--- src/rtl/input_pkg.sv ---
// Shared definitions for the front-panel input conditioning blocks.
package input_pkg;

  typedef enum logic [1:0] {
    S_LOW     = 2'd0,
    S_RISING  = 2'd1,
    S_HIGH    = 2'd2,
    S_FALLING = 2'd3
  } debounce_state_t;

  // Consecutive agreeing samples required before a new level is accepted.
  localparam int unsigned DEFAULT_STABLE_SAMPLES = 4;
  localparam int unsigned DEFAULT_SYNC_DEPTH     = 2;

endpackage : input_pkg

--- src/rtl/button_debouncer_if.sv ---
// Sample strobe, raw pin and conditioned outputs of one panel button.
interface button_debouncer_if;
  logic tick;
  logic raw;
  logic out;
  logic pressed;
  logic released;

  modport master (output tick, raw, input out, pressed, released);
  modport slave  (input tick, raw, output out, pressed, released);
endinterface : button_debouncer_if

--- src/rtl/button_debouncer_synchronizer.sv ---
// Multi-flop synchronizer for asynchronous panel inputs, reset to 0.
module synchronizer #(
  parameter int unsigned DEPTH = 2
) (
  input  logic clk,
  input  logic rst,
  input  logic d_i,
  output logic q_o
);

  logic [DEPTH-1:0] sync_q;

  if (DEPTH < 2) begin : g_bad_depth
    $error("synchronizer: DEPTH must be at least 2");
  end

  always_ff @(posedge clk) begin
    if (!rst) begin
      sync_q <= '0;
    end else begin
      sync_q <= {sync_q[DEPTH-2:0], d_i};
    end
  end

  assign q_o = sync_q[DEPTH-1];

endmodule : synchronizer

--- src/rtl/button_debouncer.sv ---
// Debounces one raw button into a clean level plus press/release pulses,
// accepting a change only after STABLE_SAMPLES consecutive agreeing ticks.
module button_debouncer
  import input_pkg::*;
#(
  parameter int unsigned N              = 8,
  parameter int unsigned STABLE_SAMPLES = DEFAULT_STABLE_SAMPLES
) (
  input  logic                clk,
  input  logic                rst,
  button_debouncer_if.slave   bus
);

  localparam longint unsigned CNT_MAX = (64'(1) << N) - 64'(1);

  if (STABLE_SAMPLES < 2 || 64'(STABLE_SAMPLES) > CNT_MAX) begin : g_bad_param
    $error("button_debouncer: STABLE_SAMPLES must lie in 2..2**N-1");
  end

  debounce_state_t state_q, state_d;
  logic [N-1:0]    count_q, count_d;
  logic            out_q, out_d;
  logic            pressed_q, pressed_d;
  logic            released_q, released_d;
  logic            sync;
  logic [N-1:0]    count_inc;

  synchronizer #(.DEPTH(DEFAULT_SYNC_DEPTH)) u_sync (
    .clk (clk),
    .rst (rst),
    .d_i (bus.raw),
    .q_o (sync)
  );

  assign count_inc = count_q + N'(1);

  always_ff @(posedge clk) begin
    if (!rst) begin
      state_q    <= S_LOW;
      count_q    <= '0;
      out_q      <= 1'b0;
      pressed_q  <= 1'b0;
      released_q <= 1'b0;
    end else begin
      state_q    <= state_d;
      count_q    <= count_d;
      out_q      <= out_d;
      pressed_q  <= pressed_d;
      released_q <= released_d;
    end
  end

  // Candidate states abort on any tick that samples the old level.
  always_comb begin
    state_d    = state_q;
    count_d    = count_q;
    pressed_d  = 1'b0;
    released_d = 1'b0;
    if (bus.tick) begin
      unique case (state_q)
        S_LOW: begin
          if (sync) begin
            state_d = S_RISING;
            count_d = N'(1);
          end
        end
        S_RISING: begin
          if (!sync) begin
            state_d = S_LOW;
            count_d = '0;
          end else if (count_inc == N'(STABLE_SAMPLES)) begin
            state_d   = S_HIGH;
            count_d   = '0;
            pressed_d = 1'b1;
          end else begin
            count_d = count_inc;
          end
        end
        S_HIGH: begin
          if (!sync) begin
            state_d = S_FALLING;
            count_d = N'(1);
          end
        end
        S_FALLING: begin
          if (sync) begin
            state_d = S_HIGH;
            count_d = '0;
          end else if (count_inc == N'(STABLE_SAMPLES)) begin
            state_d    = S_LOW;
            count_d    = '0;
            released_d = 1'b1;
          end else begin
            count_d = count_inc;
          end
        end
        default: begin
          state_d = S_LOW;
          count_d = '0;
        end
      endcase
    end
    out_d = (state_d == S_HIGH) || (state_d == S_FALLING);
  end

  assign bus.out      = out_q;
  assign bus.pressed  = pressed_q;
  assign bus.released = released_q;

endmodule : button_debouncer

--- src/flat_wrapper.sv ---
// flat-port wrapper written by rule: the top's interface ports become plain ports
module button_debouncer_flat import input_pkg::*;
#(
  parameter int unsigned N              = 8,
  parameter int unsigned STABLE_SAMPLES = DEFAULT_STABLE_SAMPLES
)
  (clk, rst, bus_tick, bus_raw, bus_out, bus_pressed, bus_released);
  button_debouncer_if bus_i ();
  input  logic clk;
  input  logic rst;
  input wire logic [$bits(bus_i.tick)-1:0] bus_tick;
  input wire logic [$bits(bus_i.raw)-1:0] bus_raw;
  output wire logic [$bits(bus_i.out)-1:0] bus_out;
  output wire logic [$bits(bus_i.pressed)-1:0] bus_pressed;
  output wire logic [$bits(bus_i.released)-1:0] bus_released;
  assign bus_i.tick = bus_tick;
  assign bus_i.raw = bus_raw;
  assign bus_out = bus_i.out;
  assign bus_pressed = bus_i.pressed;
  assign bus_released = bus_i.released;
  button_debouncer #(.N(N), .STABLE_SAMPLES(STABLE_SAMPLES)) u_core (.clk(clk), .rst(rst), .bus(bus_i));
endmodule
--- config.mk ---
export PLATFORM = sky130hd
export DESIGN_NAME = button_debouncer_flat
export DESIGN_NICKNAME = d
export VERILOG_FILES = /design/src/rtl/input_pkg.sv /design/src/rtl/button_debouncer_if.sv /design/src/rtl/button_debouncer_synchronizer.sv /design/src/rtl/button_debouncer.sv /design/src/flat_wrapper.sv
export SDC_FILE = /design/constraint.sdc
export NUM_CORES = 1
export LEC_CHECK = 0
export ABC_AREA = 0
export CORE_ASPECT_RATIO = 1.1
export CORE_MARGIN = 2
export CORE_UTILIZATION = 35
export CTS_CLUSTER_DIAMETER = 80
export DETAILED_ROUTE_END_ITERATION = 6
export PLACE_DENSITY = 0.5
export SLEW_MARGIN = 20
export SYNTH_ARGS = -nofsm -noshare
export SYNTH_HDL_FRONTEND = slang
export SYNTH_SLANG_ARGS = --single-unit
export TNS_END_PERCENT = 1
--- constraint.sdc ---
create_clock -name clk -period 4.3 [get_ports clk]
set_input_delay 0.645 -clock clk [delete_from_list [all_inputs] [get_ports clk]]
set_output_delay 0.645 -clock clk [all_outputs]
set_load 0.02 [all_outputs]
## Word-level counts from Yosys, hierarchy flattened

Cells that the tools add are included.

- Flip-flop bits (word level): 15
- Bits of input ports: 4
- Output and inout bits: 3
- Logic and storage cells: 38

- Add/sub/neg operators: 1
- Equality and inequality tests: 8
- Muxes and demuxes: 15
- Bitwise operators: 3
- Reductions and logical operators: 5

Operators by type and width:

| kind | number |
|---|---|
| 2-to-1 mux 8 bit | 5 |
| one-hot mux 8 bit (4 select lines) | 1 |
| 2-to-1 mux 2 bit | 7 |
| adder 8 x 1 -> 8 bit (second input constant) | 1 |
| equality test 2 bit (second input constant) | 4 |
| equality test 8 x 3 -> 1 bit (second input constant) | 1 |
| one-hot mux 2 bit (4 select lines) | 1 |
| inequality test 2 bit (second input constant) | 2 |
| AND reduction 4 bit | 1 |
| OR reduction 4 bit | 1 |
| NOT 1 bit | 3 |
| AND reduction 3 bit | 1 |
| equality test 2 x 1 -> 1 bit (second input constant) | 1 |
| zero test 2 bit | 1 |
| logical OR 1 bit | 1 |
| 2-to-1 mux 1 bit | 1 |

## Logic depth before layout (Yosys ltp)

Gate-level depths: netlist (run 1).

- Depth after elaboration: 8
- Mapped depth: 6
- Depth with buffers taken out: 5

## Modules after synthesis

From an unflattened synthesis (run 1), not the netlist that was laid out.

- Cells, all modules: 72
- Area total of the unflattened synthesis: 644.4 um2

Modules (own cells, without submodules):

| module | instances | cells an instance | area an instance (um2) | sequential area each (um2) |
|---|---|---|---|---|
| button_debouncer | 1 | 68 | 591.8 | 260.2 |
| synchronizer | 1 | 4 | 52.6 | 40.0 |

## Worst setup path before layout (run 1)

Ideal clock, no wire load.

- Path kind: in2reg
- Start point: in rst
- End point: reg u_core.count_q[6]
- Setup time: 0.087 ns
- Arrival time: 1.680 ns
- Data required time: 4.213 ns
- Slack: 2.533 ns
- Stages on the path: 5
- Path buffers: 1
- Path through: clkbuf_1 nand3_1 nor2_1 nand2_1 o31ai_1

RTL lines:

| element | line | text |
|---|---|---|
| from (decl) | flat_wrapper.sv:10 | `input logic rst;` |
| to (signal assigned) | button_debouncer.sv:46 | `count_q <= count_d;` |
| to (decl) | button_debouncer.sv:21 | `logic [N-1:0] count_q, count_d;` |

==> run metrics, run 1 <==
status=finished clean; skew final=roughly 0.84 ps; CP Capture Type=register; top post-synthesis cells by area=dfxtp_1, nand2_1, a22o_1, mux2i_1, o21ai_0; PD cells=between 200 and 300 nW/um2; Placer Congestion=0.784; drt total wl=~1300 um; die width=46.5 um; post-CTS setup buffers=0; clock power share=0.350; Avg Inst Size Synth=~9.2 um2; FMAX=around 480 MHz; clock buffer count from CTS=3; part of the Yosys area used for sequential elements=0.431; Final period util=0.488; final hold violations=0; Critical R2R Launch=u_core.count_q[3]; P_int=182 uW; clk slew on worst S/H paths=around 90 ps; Max Slew Vio Count=0; number of antenna violations at the first check in global routing=0; Mapped Nets=81; setup_tns=0 ps; Yosys warning total=0; area share of the largest cell type after synthesis=0.431; CP max FO=10; reg2reg end=u_core.count_q[0]; Bufs on Longest Clock Path=2; Sw Ratio=0.233; Core ar.=roughly 1800 um2; final setup vio count=0; Distinct cells, synth=34; Resized cells post-CTS=0; peak supply drop=between 0.00015 and 0.0002 V; layout cells sized above 1=0.0964; Worst R2R Setup Slack=roughly 2600 ps; area leader, netlist=dfxtp_1; max-cap violations=0; number of global-route vias before repair=524; site row count=16; PortBufs=6; Lkg Pwr=0.270 nW; Clock Latency Late Sink=between 200 and 300 ps; area delta synth->final=14.5%; worst rel slew slack=0.656; Sink Count=15; largest net degree at the start of global routing=11; Net Sw Power=between 50 and 60 uW; combinational power share=0.052; Worst setup SP type=primary input; synthesized flop and latch total=15; Final Non-Filler Cells=between 100 and 150; Initial DRC Count=4; crit path to=u_core.count_q[6]; FFs w/ async S/R, synth=0; first drt pass iteration count=4; ANT cells=0; Setup crit start=rst; per-cell routed wire length=between 10 and 15 um; Crit Path Category=primary input to register; total global-route track usage=0.138; Worst EP required=roughly 4500 ps; via count=roughly 560; # DRC=0; clock root cell=clkbuf_4; DR vias/cell=about 5.1; first-pass GRT wire length=about 2300 um; min-delay worst type=register to register; Post-Synthesis Cells=76; CTS tree=done; Reg2Reg Depth=3; GRT overflow=0; H-tree depth=1; Reg power frac=0.598; Die H=50.8 um; ys flop type=dfxtp_1; DIE AREA=around 2400 um2; placed cell count=106; RSZ-0062 raised after global routing=false; Fill cells=around 180; Final Critical Period=2100 ps; hold buffer count at cts=0; Starting Density=0.383; Final ANT Viol Nets=0; synthesized area=between 600 and 700 um2; Post-DP HPWL=a little over 900 um; I/O Pins=7; Worst Max-Slew Pin Slew=approximately 520 ps; Final nets=89; Post-synth EDFFs=0; Data arrival, critical path=between 2000 and 2500 ps
[per-layer routing]
layer / track usage / routed length [um] / up-vias / part of all wire
li1: - / - / 292 / -
met1: 0.179 / 650 / 246 / 0.51
met2: 0.183 / 523 / 17 / 0.41
met3: 0.0540 / 67 / 4 / 0.053
met4: 0.0905 / 29 / 0 / 0.023
met5: 0 / 0 / - / 0
[worst min path at each step]
| stage | start | endpoint | slack, ps | cells after the start |
|---|---|---|---|---|
| 6_report | u_core.u_sync.sync_q[0] | u_core.u_sync.sync_q[1] | 440 | 1 |
| 4_1_cts | u_core.u_sync.sync_q[0] | u_core.u_sync.sync_q[1] | 440 | 1 |
| 3_5_place_dp | u_core.u_sync.sync_q[0] | u_core.u_sync.sync_q[1] | 420 | 1 |
| 3_3_place_gp | u_core.u_sync.sync_q[0] | u_core.u_sync.sync_q[1] | 420 | 1 |
| 5_1_grt | u_core.u_sync.sync_q[0] | u_core.u_sync.sync_q[1] | 470 | 1 |
| 2_1_floorplan | u_core.u_sync.sync_q[0] | u_core.u_sync.sync_q[1] | 410 | 1 |
[cells in the final DEF, fill, tap and decap left out, types with 2 or more instances in the layout]
cell and count:
dfxtp_1 15, nand2_1 10, and2_1 2, clkbuf_4 3, mux2i_1 2, o31ai_1 2
clkdlybuf4s50_1 6, xnor2_1 2, nor2_1 2, inv_1 4, o21ai_1 3, o21ai_0 4
nand3_1 3, a22o_1 3, o22ai_1 2
[critical path, cell delays in order]
cell and delay, ps:
clkdlybuf4s50_1 650, nand3_1 230, nor2_1 440, nand2_1 140, o31ai_1 190
[layout make-up]
| class | count | area (um2) | share of cell area |
|---|---|---|---|
| clock buffer | 4 | 26.3 | 0.0329 |
| inverter | 4 | 15.0 | 0.0188 |
| multi-input combinational | 54 | 363 | 0.455 |
| sequential | 15 | 300 | 0.376 |
| tap | 27 | 33.8 | 0.0423 |
| timing repair buffer | 6 | 60.1 | 0.0752 |
[power by group through the flow]
stage	sequential, mW	clock, mW	combinational [mW]
after floorplan	0.145	0	0.00828
after global placement	0.145	0	0.0121
after detailed placement	0.145	0	0.0121
after CTS	0.142	0.0867	0.0122
after global routing	0.142	0.0921	0.0138
final	0.142	0.0831	0.0123
[stage by stage]
stage               instance area (um2)  hold slack [ps]  utilization  total power, mW  setup slack [ps]
CTS                                 798              442        0.438            0.241              2230
detailed placement                  772              420        0.424            0.157              1920
floorplan                           697              412            -            0.153              2530
global placement                    772              420        0.424            0.157              1960
finish                              798              440        0.438            0.237              2200
global route                        798              474        0.438            0.248              2060
[kinds of logic (layout without fill, tap and decap cells)]
| family | count (synthesis) | after routing | share of synthesized area |
|---|---|---|---|
| AO/OA/AOI/OAI | 19 | 19 | 0.185 |
| XOR/XNOR | 3 | 3 | 0.0377 |
| adder cells (fa/ha/maj) | 1 | 1 | 0.0180 |
| buffers and inverters | 7 | 14 | 0.0485 |
| flip-flops | 15 | 15 | 0.431 |
| multiplexers | 2 | 2 | 0.0287 |
| AND/OR/NAND/NOR | 29 | 29 | 0.251 |
[flip-flops by register name, summed over array words and instances, names as in the netlist]
signal / flops
u_core.count_q: 8
u_core.bus.out: 1
u_core.bus.pressed: 1
u_core.u_sync.sync_q: 2
u_core.state_q: 2
u_core.bus.released: 1
[synth_stat cells, types with 2 or more instances]
cell	number
xnor2_1	2
clkbuf_1	2
nand2_1	10
inv_1	4
and2_1	2
mux2i_1	2
o21ai_1	3
dfxtp_1	15
o22ai_1	2
o31ai_1	2
a22o_1	3
nand3_1	3
o21ai_0	4
nor2_1	2
Power figures use the tool's default switching activity.
==> run 2, diff against run 1 <==
Clock period 4.3 ns to 2.1 ns, I/O delays scaled along.
==> run metrics, run 2 (same netlist as run 1, synthesis figures left out) <==
status=finished clean (unchanged); I/O Pins=7 (unchanged); clock buffer count from CTS=3 (unchanged); site row count=16 (unchanged); CTS tree=done (unchanged); Final Non-Filler Cells=112 (was 110); peak supply drop=0.000288 V (was 0.000153 V); Placer Congestion=0.843 (was 0.784); Worst EP required=2270 ps (was 4510 ps); # DRC=0 (unchanged); overall power=478 uW (was 237 uW); Sink Count=15 (unchanged); worst rel slew slack=0.657 (was 0.656); FMAX=~560 MHz; number of antenna violations at the first check in global routing=0 (unchanged); post-layout util=0.446 (was 0.438); Crit Path Category=register to register (was primary input to register); die width=46.5 um (unchanged); Clock Latency Late Sink=280 ps (about the same); first drt pass iteration count=4 (unchanged); Worst Max-Slew Pin Slew=515 ps (was 516 ps); skew final=3.37 ps (was 0.835 ps); commonest non-fill, non-tap cell in the layout=dfxtp_1 (unchanged); total global-route track usage=0.127 (was 0.138); placed cell count=108 (was 106); CP max FO=6 (was 10); Placement Setup Slack=311 ps (was 1920 ps); DIE AREA=2360 um2 (unchanged); Initial DRC Count=9 (was 4); Final period util=0.848; final setup vio count=0 (unchanged); first-pass GRT wire length=2190 um (was 2290 um); clock root cell=clkbuf_4 (unchanged); H-tree depth=1 (unchanged); PD cells=588 nW/um2 (was 297 nW/um2); Lkg Pwr=0.280 nW (was 0.270 nW); per-cell routed wire length=11.5 um (was 11.6 um); setup_tns=0 ps (unchanged); layout cells sized above 1=0.118 (was 0.0964); Max Slew Vio Count=0 (unchanged); delay-heaviest family, CP=simple AND/OR/NAND/NOR gates (unchanged); Die H=50.8 um (unchanged); drt total wl=1290 um (was 1270 um); Worst setup SP type=register (was primary input); Resized cells post-CTS=0 (unchanged); largest net degree at the start of global routing=9 (was 11); Final Instance Area=813 um2 (was 798 um2); crit path cell chain=or4_1 -> or3_1 -> o2111ai_1 -> o31ai_1 (was clkdlybuf4s50_1 -> nand3_1 -> nor2_1 -> nand2_1 -> o31ai_1); CP Capture Type=register (unchanged); Post-DP Area=787 um2 (was 772 um2); RSZ-0062 raised after global routing=false (unchanged); Slowest Stage Delay on Critical Path=500 ps (was 650 ps); fin worst setup slack=320 ps (was 2200 ps); min-delay worst type=register to register (unchanged); max-cap violations=0 (unchanged); area delta synth->final=16.7% (was 14.5%); clk slew on worst S/H paths=80 ps (was 90 ps); hold buffer count at cts=0 (unchanged); via count=547 (was 559); ANT cells=0 (unchanged); PortBufs=6 (unchanged); GRT overflow=0 (unchanged); slowest CP cell=or4_1 (was clkdlybuf4s50_1); Post-DP HPWL=905 um (was 914 um); Bufs on Longest Clock Path=2 (unchanged); Data arrival, critical path=1950 ps (was 2300 ps); final hold violations=0 (unchanged); max reg flops=8 (unchanged); largest registers=u_core.count_q: 8 flops, u_core.state_q: 2 flops, u_core.u_sync.sync_q: 2 flops (unchanged); post-CTS setup buffers=0 (unchanged); Buf/Inv on CP=0 (was 1); Final nets=91 (was 89); WHS=438 ps (was 440 ps); Starting Density=0.383 (unchanged); Core ar.=1820 um2 (unchanged); largest register by flop count=u_core.count_q (unchanged); DR vias/cell=4.88 (was 5.08); Final ANT Viol Nets=0 (unchanged); most frequent cells in the layout=dfxtp_1, nand2_1, clkdlybuf4s50_1 (unchanged); Final Critical Period=around 1800 ps; number of global-route vias before repair=478 (was 524)
run 2: worst register-to-register path: stages, from the launching register on:
cell,delay [ps]
dfxtp_1,360
or4_1,500
or3_1,470
o2111ai_1,240
o31ai_1,110
run 2: where the power goes:
group	total (mW)	switching, mW	internal, mW
combinational	0.0267	0.0141	0.0127
sequential	0.290	0.00298	0.287
clock	0.162	0.0879	0.0738
run 2: area by class of cell:
class | count | area [um2]
Fill cell | 184 | 1010
Multi-Input combinational cell | 54 | 363
Sequential cell | 15 | 300
Timing Repair Buffer | 8 | 75.1
Tap cell | 27 | 33.8
Clock buffer | 4 | 26.3
Inverter | 4 | 15.0
run 2: per-layer routing:
layer / global-route usage / part of all wire / up-vias
met5: 0 / 0 / -
met4: 0.0429 / 0.011 / 0
met3: 0.0540 / 0.035 / 2
met2: 0.171 / 0.40 / 8
met1: 0.179 / 0.55 / 243
li1: - / - / 294
run 2: path summary, 6_finish.rpt:
| kind | endpoint | cells after the start | start | slack (ps) |
|---|---|---|---|---|
| min | u_core.u_sync.sync_q[1] | 1 | u_core.u_sync.sync_q[0] | 440 |
| max | u_core.state_q[0] | 4 | u_core.count_q[3] | 320 |
| min reg2reg | u_core.u_sync.sync_q[1] | 1 | u_core.u_sync.sync_q[0] | 440 |
| max reg2reg | u_core.state_q[0] | 4 | u_core.count_q[3] | 320 |
